## src/rtl/kgprisc_boot_loader.sv

```systemverilog
// kgprisc_boot_loader: streams a program image into KGPRISC instruction memory
// over a valid/ready port, then releases the core from reset.
//
// Optional build macro: KGPRISC_LOADER_CHECKSUM_EN
//   When defined, the beat that follows the in_last beat is a checksum word
//   (32-bit sum of all written words). It is not written to memory. A match
//   releases the core; a mismatch latches err.
//
// Ports:
//   clk, rst        system clock, synchronous active-high reset
//   start           single-cycle pulse, begins a (re)load from IDLE or RUN
//   in_valid/in_data/in_last/in_ready   image stream (valid/ready)
//   imem_we/imem_addr/imem_wdata        instruction-memory write port (registered)
//   cpu_rst         core reset, 1 = held
//   load_done       image loaded, core running
//   err             overflow or checksum failure, sticky until rst
//   word_count      words written in the current/last load, saturates at DEPTH
module kgprisc_boot_loader #(
    parameter int unsigned ADDR_W   = 10,
    parameter int unsigned DATA_W   = 32,
    parameter int unsigned RST_HOLD = 4
) (
    input  logic              clk,
    input  logic              rst,
    input  logic              start,
    input  logic              in_valid,
    input  logic [DATA_W-1:0] in_data,
    input  logic              in_last,
    output logic              in_ready,
    output logic              imem_we,
    output logic [ADDR_W-1:0] imem_addr,
    output logic [DATA_W-1:0] imem_wdata,
    output logic              cpu_rst,
    output logic              load_done,
    output logic              err,
    output logic [ADDR_W:0]   word_count
);

    localparam int unsigned DEPTH  = 1 << ADDR_W;
    localparam int unsigned CNT_W  = ADDR_W + 1;
    localparam int unsigned HOLD_W = (RST_HOLD > 1) ? $clog2(RST_HOLD) : 1;

    typedef enum logic [2:0] {
        S_IDLE = 3'd0,
        S_LOAD = 3'd1,
        S_HOLD = 3'd2,
        S_RUN  = 3'd3,
        S_ERR  = 3'd4
`ifdef KGPRISC_LOADER_CHECKSUM_EN
        ,
        S_CHK  = 3'd5
`endif
    } state_t;

    state_t              state, state_nxt;
    logic [ADDR_W-1:0]   ptr, ptr_nxt;
    logic [CNT_W-1:0]    wc_nxt;
    logic [HOLD_W-1:0]   hold_cnt, hold_nxt;
    logic                we_nxt;
    logic [ADDR_W-1:0]   addr_nxt;
    logic [DATA_W-1:0]   wdata_nxt;
    logic                cpu_rst_nxt;
    logic                load_done_nxt;
    logic                err_nxt;
`ifdef KGPRISC_LOADER_CHECKSUM_EN
    logic [31:0]         sum_q, sum_nxt;
`endif

    // Ready is a pure function of state so the source sees it without a cycle of lag
    always_comb begin
        in_ready = (state == S_LOAD);
`ifdef KGPRISC_LOADER_CHECKSUM_EN
        if (state == S_CHK) in_ready = 1'b1;
`endif
    end

    // State and output registers
    always_ff @(posedge clk) begin
        if (rst) begin
            state      <= S_IDLE;
            ptr        <= '0;
            hold_cnt   <= '0;
            imem_we    <= 1'b0;
            imem_addr  <= '0;
            imem_wdata <= '0;
            cpu_rst    <= 1'b1;
            load_done  <= 1'b0;
            err        <= 1'b0;
            word_count <= '0;
`ifdef KGPRISC_LOADER_CHECKSUM_EN
            sum_q      <= '0;
`endif
        end else begin
            state      <= state_nxt;
            ptr        <= ptr_nxt;
            hold_cnt   <= hold_nxt;
            imem_we    <= we_nxt;
            imem_addr  <= addr_nxt;
            imem_wdata <= wdata_nxt;
            cpu_rst    <= cpu_rst_nxt;
            load_done  <= load_done_nxt;
            err        <= err_nxt;
            word_count <= wc_nxt;
`ifdef KGPRISC_LOADER_CHECKSUM_EN
            sum_q      <= sum_nxt;
`endif
        end
    end

    // Next-state and next-output logic
    always_comb begin
        state_nxt     = state;
        ptr_nxt       = ptr;
        hold_nxt      = hold_cnt;
        we_nxt        = 1'b0;
        addr_nxt      = imem_addr;
        wdata_nxt     = imem_wdata;
        cpu_rst_nxt   = cpu_rst;
        load_done_nxt = load_done;
        err_nxt       = err;
        wc_nxt        = word_count;
`ifdef KGPRISC_LOADER_CHECKSUM_EN
        sum_nxt       = sum_q;
`endif
        case (state)
            S_IDLE, S_RUN: begin
                if (start) begin
                    state_nxt     = S_LOAD;
                    ptr_nxt       = '0;
                    wc_nxt        = '0;
                    cpu_rst_nxt   = 1'b1;
                    load_done_nxt = 1'b0;
`ifdef KGPRISC_LOADER_CHECKSUM_EN
                    sum_nxt       = '0;
`endif
                end
            end
            S_LOAD: begin
                if (in_valid) begin
                    we_nxt    = 1'b1;
                    addr_nxt  = ptr;
                    wdata_nxt = in_data;
                    if (word_count != CNT_W'(DEPTH)) wc_nxt = word_count + CNT_W'(1);
`ifdef KGPRISC_LOADER_CHECKSUM_EN
                    sum_nxt   = sum_q + 32'(in_data);
`endif
                    if (in_last) begin
`ifdef KGPRISC_LOADER_CHECKSUM_EN
                        state_nxt = S_CHK;
`else
                        state_nxt = S_HOLD;
                        hold_nxt  = HOLD_W'(RST_HOLD - 1);
`endif
                    end else if (&ptr) begin
                        // Image larger than memory: stop rather than wrap
                        state_nxt = S_ERR;
                        err_nxt   = 1'b1;
                    end else begin
                        ptr_nxt = ptr + ADDR_W'(1);
                    end
                end
            end
`ifdef KGPRISC_LOADER_CHECKSUM_EN
            S_CHK: begin
                // One checksum beat, never written; in_last is don't-care here
                if (in_valid) begin
                    if (32'(in_data) == sum_q) begin
                        state_nxt = S_HOLD;
                        hold_nxt  = HOLD_W'(RST_HOLD - 1);
                    end else begin
                        state_nxt = S_ERR;
                        err_nxt   = 1'b1;
                    end
                end
            end
`endif
            S_HOLD: begin
                if (hold_cnt == '0) begin
                    state_nxt     = S_RUN;
                    cpu_rst_nxt   = 1'b0;
                    load_done_nxt = 1'b1;
                end else begin
                    hold_nxt = hold_cnt - HOLD_W'(1);
                end
            end
            S_ERR: begin
                cpu_rst_nxt = 1'b1;
                err_nxt     = 1'b1;
            end
            default: state_nxt = S_IDLE;
        endcase
    end

endmodule
```

## config.mk

```make
export PLATFORM = sky130hd
export DESIGN_NAME = kgprisc_boot_loader
export DESIGN_NICKNAME = d
export VERILOG_FILES = /design/src/rtl/kgprisc_boot_loader.sv
export SDC_FILE = /design/constraint.sdc
export NUM_CORES = 1
export LEC_CHECK = 0
export BUFFER_PORTS_ARGS = -buffer_cell sky130_fd_sc_hd__buf_2
export CAP_MARGIN = 5
export CORE_MARGIN = 2
export CORE_UTILIZATION = 38
export CTS_BUF_LIST = sky130_fd_sc_hd__clkbuf_8 sky130_fd_sc_hd__clkbuf_16
export CTS_CLUSTER_DIAMETER = 200
export DETAILED_ROUTE_END_ITERATION = 8
export GPL_ROUTABILITY_DRIVEN = 0
export PLACE_DENSITY = 0.71
export SLEW_MARGIN = 20
export SYNTH_ARGS = -nofsm -noshare
export SYNTH_HDL_FRONTEND = slang
export SYNTH_SLANG_ARGS = --single-unit
```

## constraint.sdc

```tcl
create_clock -name clk -period 5.8 [get_ports clk]
set_input_delay 0.58 -clock clk [delete_from_list [all_inputs] [get_ports clk]]
set_output_delay 0.58 -clock clk [all_outputs]
set_load 0.05 [all_outputs]
```

After elaboration in Yosys (flattened, before gate mapping)
Index checks and enable logic that the tools add are counted.
{"block": "word_totals", "register_bits": 72, "wordCells": 78}
{"block": "classes", "n_addsub": 3, "eq_ne": 15, "muxes": 30, "bitwise_logic": 2, "n_reduce_logical": 18}
{"operator": "two-way mux 10 bit", "count": 4}
{"operator": "two-way mux 11 bit", "count": 3}
{"operator": "one-hot mux 11 bit (2 select lines)", "count": 1}
{"operator": "one-hot mux 10 bit (2 select lines)", "count": 1}
{"operator": "two-way mux 3 bit", "count": 5}
{"operator": "!= test 2 bit (second input constant)", "count": 7}
{"operator": "one-hot mux 3 bit (4 select lines)", "count": 1}
{"operator": "AND reduction 4 bit", "count": 3}
{"operator": "adder 11 x 1 -> 11 bit (second input constant)", "count": 1}
{"operator": "!= test 11 bit (second input constant)", "count": 1}
{"operator": "adder 10 x 1 -> 10 bit (second input constant)", "count": 1}
{"operator": "AND reduction 10 bit", "count": 1}
{"operator": "AND reduction 5 bit", "count": 2}
{"operator": "two-way mux 1 bit", "count": 8}
{"operator": "nonzero test 2 bit", "count": 4}
{"operator": "equality test 3 x 2 -> 1 bit (second input constant)", "count": 2}
{"operator": "two-way mux 2 bit", "count": 3}
{"operator": "AND reduction 3 bit", "count": 2}
{"operator": "!= test 2 x 1 -> 1 bit (second input constant)", "count": 2}
{"operator": "one-hot mux 1 bit (2 select lines)", "count": 2}
{"operator": "one-hot mux 2 bit (2 select lines)", "count": 1}
{"operator": "OR reduction 2 bit", "count": 2}
{"operator": "equality test 3 x 1 -> 1 bit (second input constant)", "count": 1}
{"operator": "equality test 3 bit (second input constant)", "count": 1}
{"operator": "other kinds (8)", "count": 9}

Depth between registers and ports, before layout
Gate-level depths: netlist of run 1.
{"block": "logic_depth", "word_depth": 5, "ltp_mapped": 7, "mapped_depth_nobuf": 6}

Worst setup path before layout of run 1
No wires, ideal clock.
{"block": "synth_timing", "kind": "flip-flop to flip-flop", "from": "register word_count[0]", "to": "register word_count[4]", "t_arrival_ns": 1.967, "required_time_ns": 5.730, "setup_slack_ns": 3.763, "path_stages_with_launch": 8, "synth_period_minus_slack_ns": 2.037, "cell_sequence": "dfxtp_1 > inv_1 > ha_1 > nand2_1 > and4b_1 > clkbuf_2 > or4_1 > a21oi_1"}
{"block": "synth_via", "elab_chain_cells": 4}
{"item": "start, declared", "line": "36", "rtl": "output logic [ADDR_W:0] word_count"}
{"item": "start signal, assigned", "line": "103", "rtl": "word_count <= wc_nxt;"}
{"item": "adder 11 x 1 -> 11 bit", "line": "143", "rtl": "if (word_count != CNT_W'(DEPTH)) wc_nxt = word_count + CNT_W'(1);"}
{"item": "two-way mux 11 bit", "line": "143"}
{"item": "two-way mux 11 bit", "line": "139", "rtl": "if (in_valid) begin"}
{"item": "one-hot mux 11 bit (2 select lines)", "line": "125", "rtl": "case (state)"}
Several ways; a longest one is shown, not always the timed one. The select of a mux whose other input is x is not followed.
A chain may end at the register's enable or synchronous reset.

Worst setup path after layout of run 1
{"block": "layout_timing", "from": "register state[0]", "to": "output in_ready"}
{"block": "layout_via", "elab_chain_cells": 1}
{"item": "start, declared", "line": "55", "rtl": "state_t state, state_nxt;"}
{"item": "start signal, assigned", "line": "94", "rtl": "state <= state_nxt;"}
{"item": "equality test 3 x 1 -> 1 bit", "line": "71", "rtl": "in_ready = (state == S_LOAD);"}
{"item": "end, declared", "line": "29", "rtl": "output logic in_ready,"}
Every way passes these cells.

==> results of run 1 <==
-- cell families (layout without fill, tap and decap cells) --
family                     after synthesis  after routing  share of synthesized area
and+or+nand+nor                        164            164                      0.258
AOI/OAI and AO/OA                      108            108                      0.206
DFF                                     72             72                      0.460
buffers and inverters                   35            121                     0.0447
adders and majority gates                4              4                     0.0160
muxes                                    3              3                     0.0104
xor gates and xnor gates                 2              2                    0.00559
-- worst min-delay path: stages (launching register included) --
cell,delay [ps]
dfxtp_1,310
nand2_1,50
a21oi_1,50
-- power groups by stage --
stage               clock (mW)  sequential, mW  combinational [mW]
floorplan                    0           0.615               0.139
global placement             0           0.551               0.264
detailed placement           0           0.553               0.267
CTS                      0.522           0.542               0.267
global route             0.538           0.546               0.291
finish                   0.507           0.542               0.265
-- state kept, by name (all words and copies together) (netlist names) --
signal / cells
err: 1
word_count: 11
imem_addr: 10
state: 3
hold_cnt: 2
imem_we: 1
load_done: 1
ptr: 10
imem_wdata: 32
cpu_rst: 1
-- layout by cell type (no fill, tap or decap), types with 7 or more instances in the layout --
master,synthesis,routed
nand2b_1,7,7
buf_2,6,94
inv_1,8,8
nor2_1,12,12
o21ai_0,10,10
nand2_1,93,93
nand4_1,7,7
nand3_1,7,7
dfxtp_1,72,72
o31ai_1,10,10
a21oi_1,64,64
clkbuf_8,0,12
-- cell type report --
| type | count | area, um^2 | share of cell area |
|---|---|---|---|
| Multi-Input combinational cell | 281 | 1570 | 0.400 |
| Tap cell | 105 | 131 | 0.0334 |
| Timing Repair Buffer | 97 | 493 | 0.125 |
| Clock buffer | 12 | 165 | 0.0420 |
| Inverter | 8 | 30.0 | 0.00763 |
| Sequential cell | 72 | 1440 | 0.366 |
| Clock inverter | 4 | 98.8 | 0.0251 |
-- metal layers --
metal	wire length, um	track usage	vias to the layer above
met2	3330	0.257	103
met5	0	0	-
met4	85	0.0688	0
met1	3510	0.225	1389
met3	643	0.0519	7
li1	-	-	1532
-- metrics by stage --
stage	setup slack, ps	area, um^2	hold WS, ps	instances
after floorplan	3760	3140	446	388
after global placement	3400	3670	439	563
after detailed placement	3350	3670	444	563
after CTS	3170	3930	453	579
after global routing	3080	3930	457	579
final	3190	3930	452	579
-- cells in the mapped netlist, types with 5 or more instances --
master / instances / area share
a21oi_1: 64 / 0.10
buf_2: 6 / 0.0096
clkbuf_1: 19 / 0.023
dfxtp_1: 72 / 0.46
inv_1: 8 / 0.0096
nand2_1: 93 / 0.11
nand2b_1: 7 / 0.014
nand3_1: 7 / 0.011
nand4_1: 7 / 0.014
nor2_1: 12 / 0.014
nor3_1: 5 / 0.0080
o21ai_0: 10 / 0.016
o31ai_1: 10 / 0.024
or4_1: 5 / 0.012
-- final timing paths --
path | start | endpoint | slack [ps] | depth (start not counted)
max reg2reg | state[0]$_SDFFE_PP0P_ | word_count[9]$_SDFFE_PP0P_ | 3470 | 5
max | state[0]$_SDFFE_PP0P_ | in_ready | 3190 | 3
min reg2reg | imem_addr[7]$_SDFFE_PP0P_ | imem_addr[7]$_SDFFE_PP0P_ | 450 | 2
min | imem_addr[7]$_SDFFE_PP0P_ | imem_addr[7]$_SDFFE_PP0P_ | 450 | 2
==> flow_summary.ini, run 1 <==
[clock_network]
ctsHoldBuffers = 0
clockBufferDepth = 2
numCtsBuffers = 9
cts_tree = built
cts_resized = 0
root_buffer = clkbuf_8
cts_sinks = 72
clk_pin_slew_ps = 70
clk_latency_ps = 340
postCtsSetupRepairBufs = 0
htree_levels = 3

[power_and_ir_drop]
vdd_ir_drop_max_mv = 0.171
clockPowerShare = 0.386
pwr-share-seq = 0.412
power_switching_mw = 0.396
p_int_mw = 0.918
pwr_density_cell_nw_per_um2 = 334
p_leak_nw = 1.57
switching_share = 0.301
pwr-share-comb = 0.202
total_power_mw = 1.31

[hold_path]
hp-class = reg2reg

[layout]
finish.utilization = 0.486
fillCellCount = 838
syn_to_final_growth_pct = 25.5
antenna_cells = 0
fin_nets = 510
drive_gt1_frac = 0.259

[sta]
setup_violations = 0
fin_crit_sh = 0.450
drv_slew = 0
max_slew_margin = 0.539
setup_tns_ps = 0
tightest_slew_ps = 691
rsz0062_at_grt = false
hold_violations = 0
fin_crit_ps = 2610
max_freq_ghz = 0.383
finClkSkew_ps = 10.1

[synthesis]
ys_types = 48
synthArstFlopShare = 0
synth_edf_count = 0
syn_inst = 388
synth_seq_cells = 72
synth_seq_area_share = 0.460
syn-num-nets = 429
syn_area_um2 = 3140
synth_ff_type = dfxtp_1
syn_avg_cell_area_um2 = 8.08
yosysWarnings = 0

[die]
die_h_um = 94.8
start_util = 0.387
dieArea_um2 = 8990
io_pins = 95
die_w_um = 94.8
coreArea_um2 = 8090
fp-row-count = 33

[grt]
track_usage = 0.170
grt_max_degree = 68
gr-total-overflow = 0
grt_pass1_vias = 2687
grt_pass1_wl_mm = 12.2
antenna_found_initial = 0

[worst_setup_path]
critPathKind = reg2out
worst_path_max_delay_cell = dfxtp_1
cp.required_ps = 5220
cp-start-kind = flip-flop
slowest_delay_ps = 650
arrival_ps = 2030
endpoint_kind = output pin
cp_cell_sequence = or3b_4 -> inv_1 -> buf_2
cp_max_fo = 15
crit_buf_inv = 2
path_delay_family = flip-flops

[detailed_routing]
ant_nets = 0
drt_pass1_iterations = 5
wl_per_cell_um = 13.1
drc = 0
vias_per_cell = 5.23
vias = 3031
drt_iter0_drc = 234
totalWireLength_mm = 7.57

[placed_design]
portBuffers = 94
dp_hpwl_mm = 4.99

[flow_run]
maxCapViolations = 0

[run_status]
status = complete, no violations
Note: power is estimated with default switching activity, not from simulation.
==> inputs of run 2 (changes only) <==
==> constraint.sdc (replaced) <==
create_clock -name clk -period 2.7 [get_ports clk]
set_input_delay 0.27 -clock clk [delete_from_list [all_inputs] [get_ports clk]]
set_output_delay 0.27 -clock clk [all_outputs]
set_load 0.05 [all_outputs]
==> run 2 against run 1 <==
Net effect:
- sequential share of layout area grew 0.66 points
- via count shrank 2.3%
- clock power rose by 62%
- core utilization is 0.87 points lower
- sequential power is 110% higher
- sequential cell count stayed put
- total power is 94% higher
- critical path type unchanged
- largest power group unchanged
==> flow_summary.ini, run 2 (synthesized netlist as in run 1, its figures left out) <==
[power_and_ir_drop]
vdd_ir_drop_max_mv = 0.283
total_power_mw = 2.56
p_leak_nw = 1.55
pwr_density_cell_nw_per_um2 = 661

[grt]
track_usage = 0.169
grt_pass1_wl_mm = 12.1
antenna_found_initial = 0
gr-total-overflow = 0
grt_pass1_vias = 2611
grt_max_degree = 44

[hold_path]
min_from = in_data[12]
hp-class = in2reg
hold_depth = 3

[layout]
top_regs = imem_wdata (32), word_count (11)
fillCellCount = 803
antenna_cells = 0
drive_gt1_frac = 0.257
largest_reg_flops = 32
finish.utilization = 0.477
largest_register = imem_wdata
final_common_cell = buf_2
syn_to_final_growth_pct = 23.2
final_cell_mix = buf_2 (94), nand2_1 (93), dfxtp_1 (72), a21oi_1 (64), nor2_1 (12)
fin_nets = 511
fin_cells = 579

[clock_network]
numCtsBuffers = 9
postCtsSetupRepairBufs = 0
htree_levels = 3
clockBufferDepth = 2
root_buffer = clkbuf_8
ctsHoldBuffers = 0
clk_pin_slew_ps = 70
cts_sinks = 72
cts_tree = built
cts_resized = 0
clk_latency_ps = 330

[worst_setup_path]
timing.rr.start = state[0]$_SDFFE_PP0P_
arrival_ps = 2020
critPathKind = reg2out
r2r_cells = 4
cp-startpoint = state[0]$_SDFFE_PP0P_
r2r_slack_ps = 570
cp_max_fo = 15
cp_cell_sequence = or3b_4 -> inv_1 -> buf_2
crit_path_end = in_ready
endpoint_kind = output pin
cp.required_ps = 2430
slowest_delay_ps = 640
worst_path_max_delay_cell = dfxtp_1
rr_endpoint = ptr[7]$_SDFFE_PP0P_
cp-start-kind = flip-flop

[sta]
max_slew_margin = 0.610
fin_ws_ps = 412
fin_crit_ps = 2290
hold_violations = 0
setup_tns_ps = 0
rsz0062_at_grt = false
fin_crit_sh = 0.847
setup_violations = 0
max_freq_ghz = 0.437
drv_slew = 0
tightest_slew_ps = 584
finClkSkew_ps = 7.94

[die]
io_pins = 95
die_h_um = 94.8
coreArea_um2 = 8090
start_util = 0.387
die_w_um = 94.8
dieArea_um2 = 8990
fp-row-count = 33

[run_status]
status = complete, no violations

[detailed_routing]
vias_per_cell = 5.12
drc = 0
vias = 2962
wl_per_cell_um = 12.8
ant_nets = 0
drt_pass1_iterations = 4
drt_iter0_drc = 201
totalWireLength_mm = 7.42

[placed_design]
portBuffers = 94
dp_cells = 564
dp_hpwl_mm = 5.04
dp_slack_ps = 595

[flow_run]
maxCapViolations = 0
-- run 2: changes by cell type in the layout (fill, tap and decap cells not counted) --
cell | before | now
buf_4 | 3 | 4
bufinv_16 | 3 | 1
clkbuf_8 | 12 | 10
clkinv_2 | 0 | 3
clkinv_4 | 1 | 0
inv_1 | 8 | 9
-- run 2: report_power, final --
group	total, mW	switching (mW)	internal (mW)
Combinational	0.572	0.406	0.166
Sequential	1.16	0.0476	1.12
Clock	0.819	0.380	0.439
-- run 2: cell type report --
| cell class | count | area (um^2) | area share |
|---|---|---|---|
| tap | 105 | 131 | 0.0340 |
| clock inverter | 5 | 48.8 | 0.0126 |
| multi-input combinational | 281 | 1570 | 0.407 |
| timing repair buffer | 98 | 500 | 0.130 |
| sequential | 72 | 1440 | 0.373 |
| clock buffer | 10 | 138 | 0.0356 |
| inverter | 8 | 30.0 | 0.00777 |
-- run 2: critical path: cells and delay by family, from the launching register on --
kind | cells | cell delay (ps)
and+or+nand+nor | 1 | 540
DFF | 1 | 640
buffers and inverters | 2 | 510
-- run 2: worst min-delay path by stage --
stage	endpoint	slack, ps
finish	imem_wdata[12]$_SDFFE_PP0P_	170
global route	imem_wdata[29]$_SDFFE_PP0P_	160
CTS	imem_wdata[12]$_SDFFE_PP0P_	150
detailed placement	imem_wdata[1]$_SDFFE_PP0P_	440
global placement	imem_wdata[4]$_SDFFE_PP0P_	440
floorplan	imem_wdata[3]$_SDFFE_PP0P_	410
-- run 2: per-stage QoR --
stage	hold WS, ps	cell area, um^2
after global placement	439	3680
after floorplan	406	3140
final	169	3860
after CTS	147	3860
after detailed placement	443	3680
after global routing	156	3860
-- run 2: metal layers --
| metal | up-vias | global-route usage | wire (um) |
|---|---|---|---|
| li1 | 1536 | - | - |
| met1 | 1327 | 0.223 | 3500 |
| met2 | 90 | 0.254 | 3250 |
| met3 | 9 | 0.0551 | 572 |
| met4 | 0 | 0.0676 | 99 |
| met5 | - | 0 | 0 |
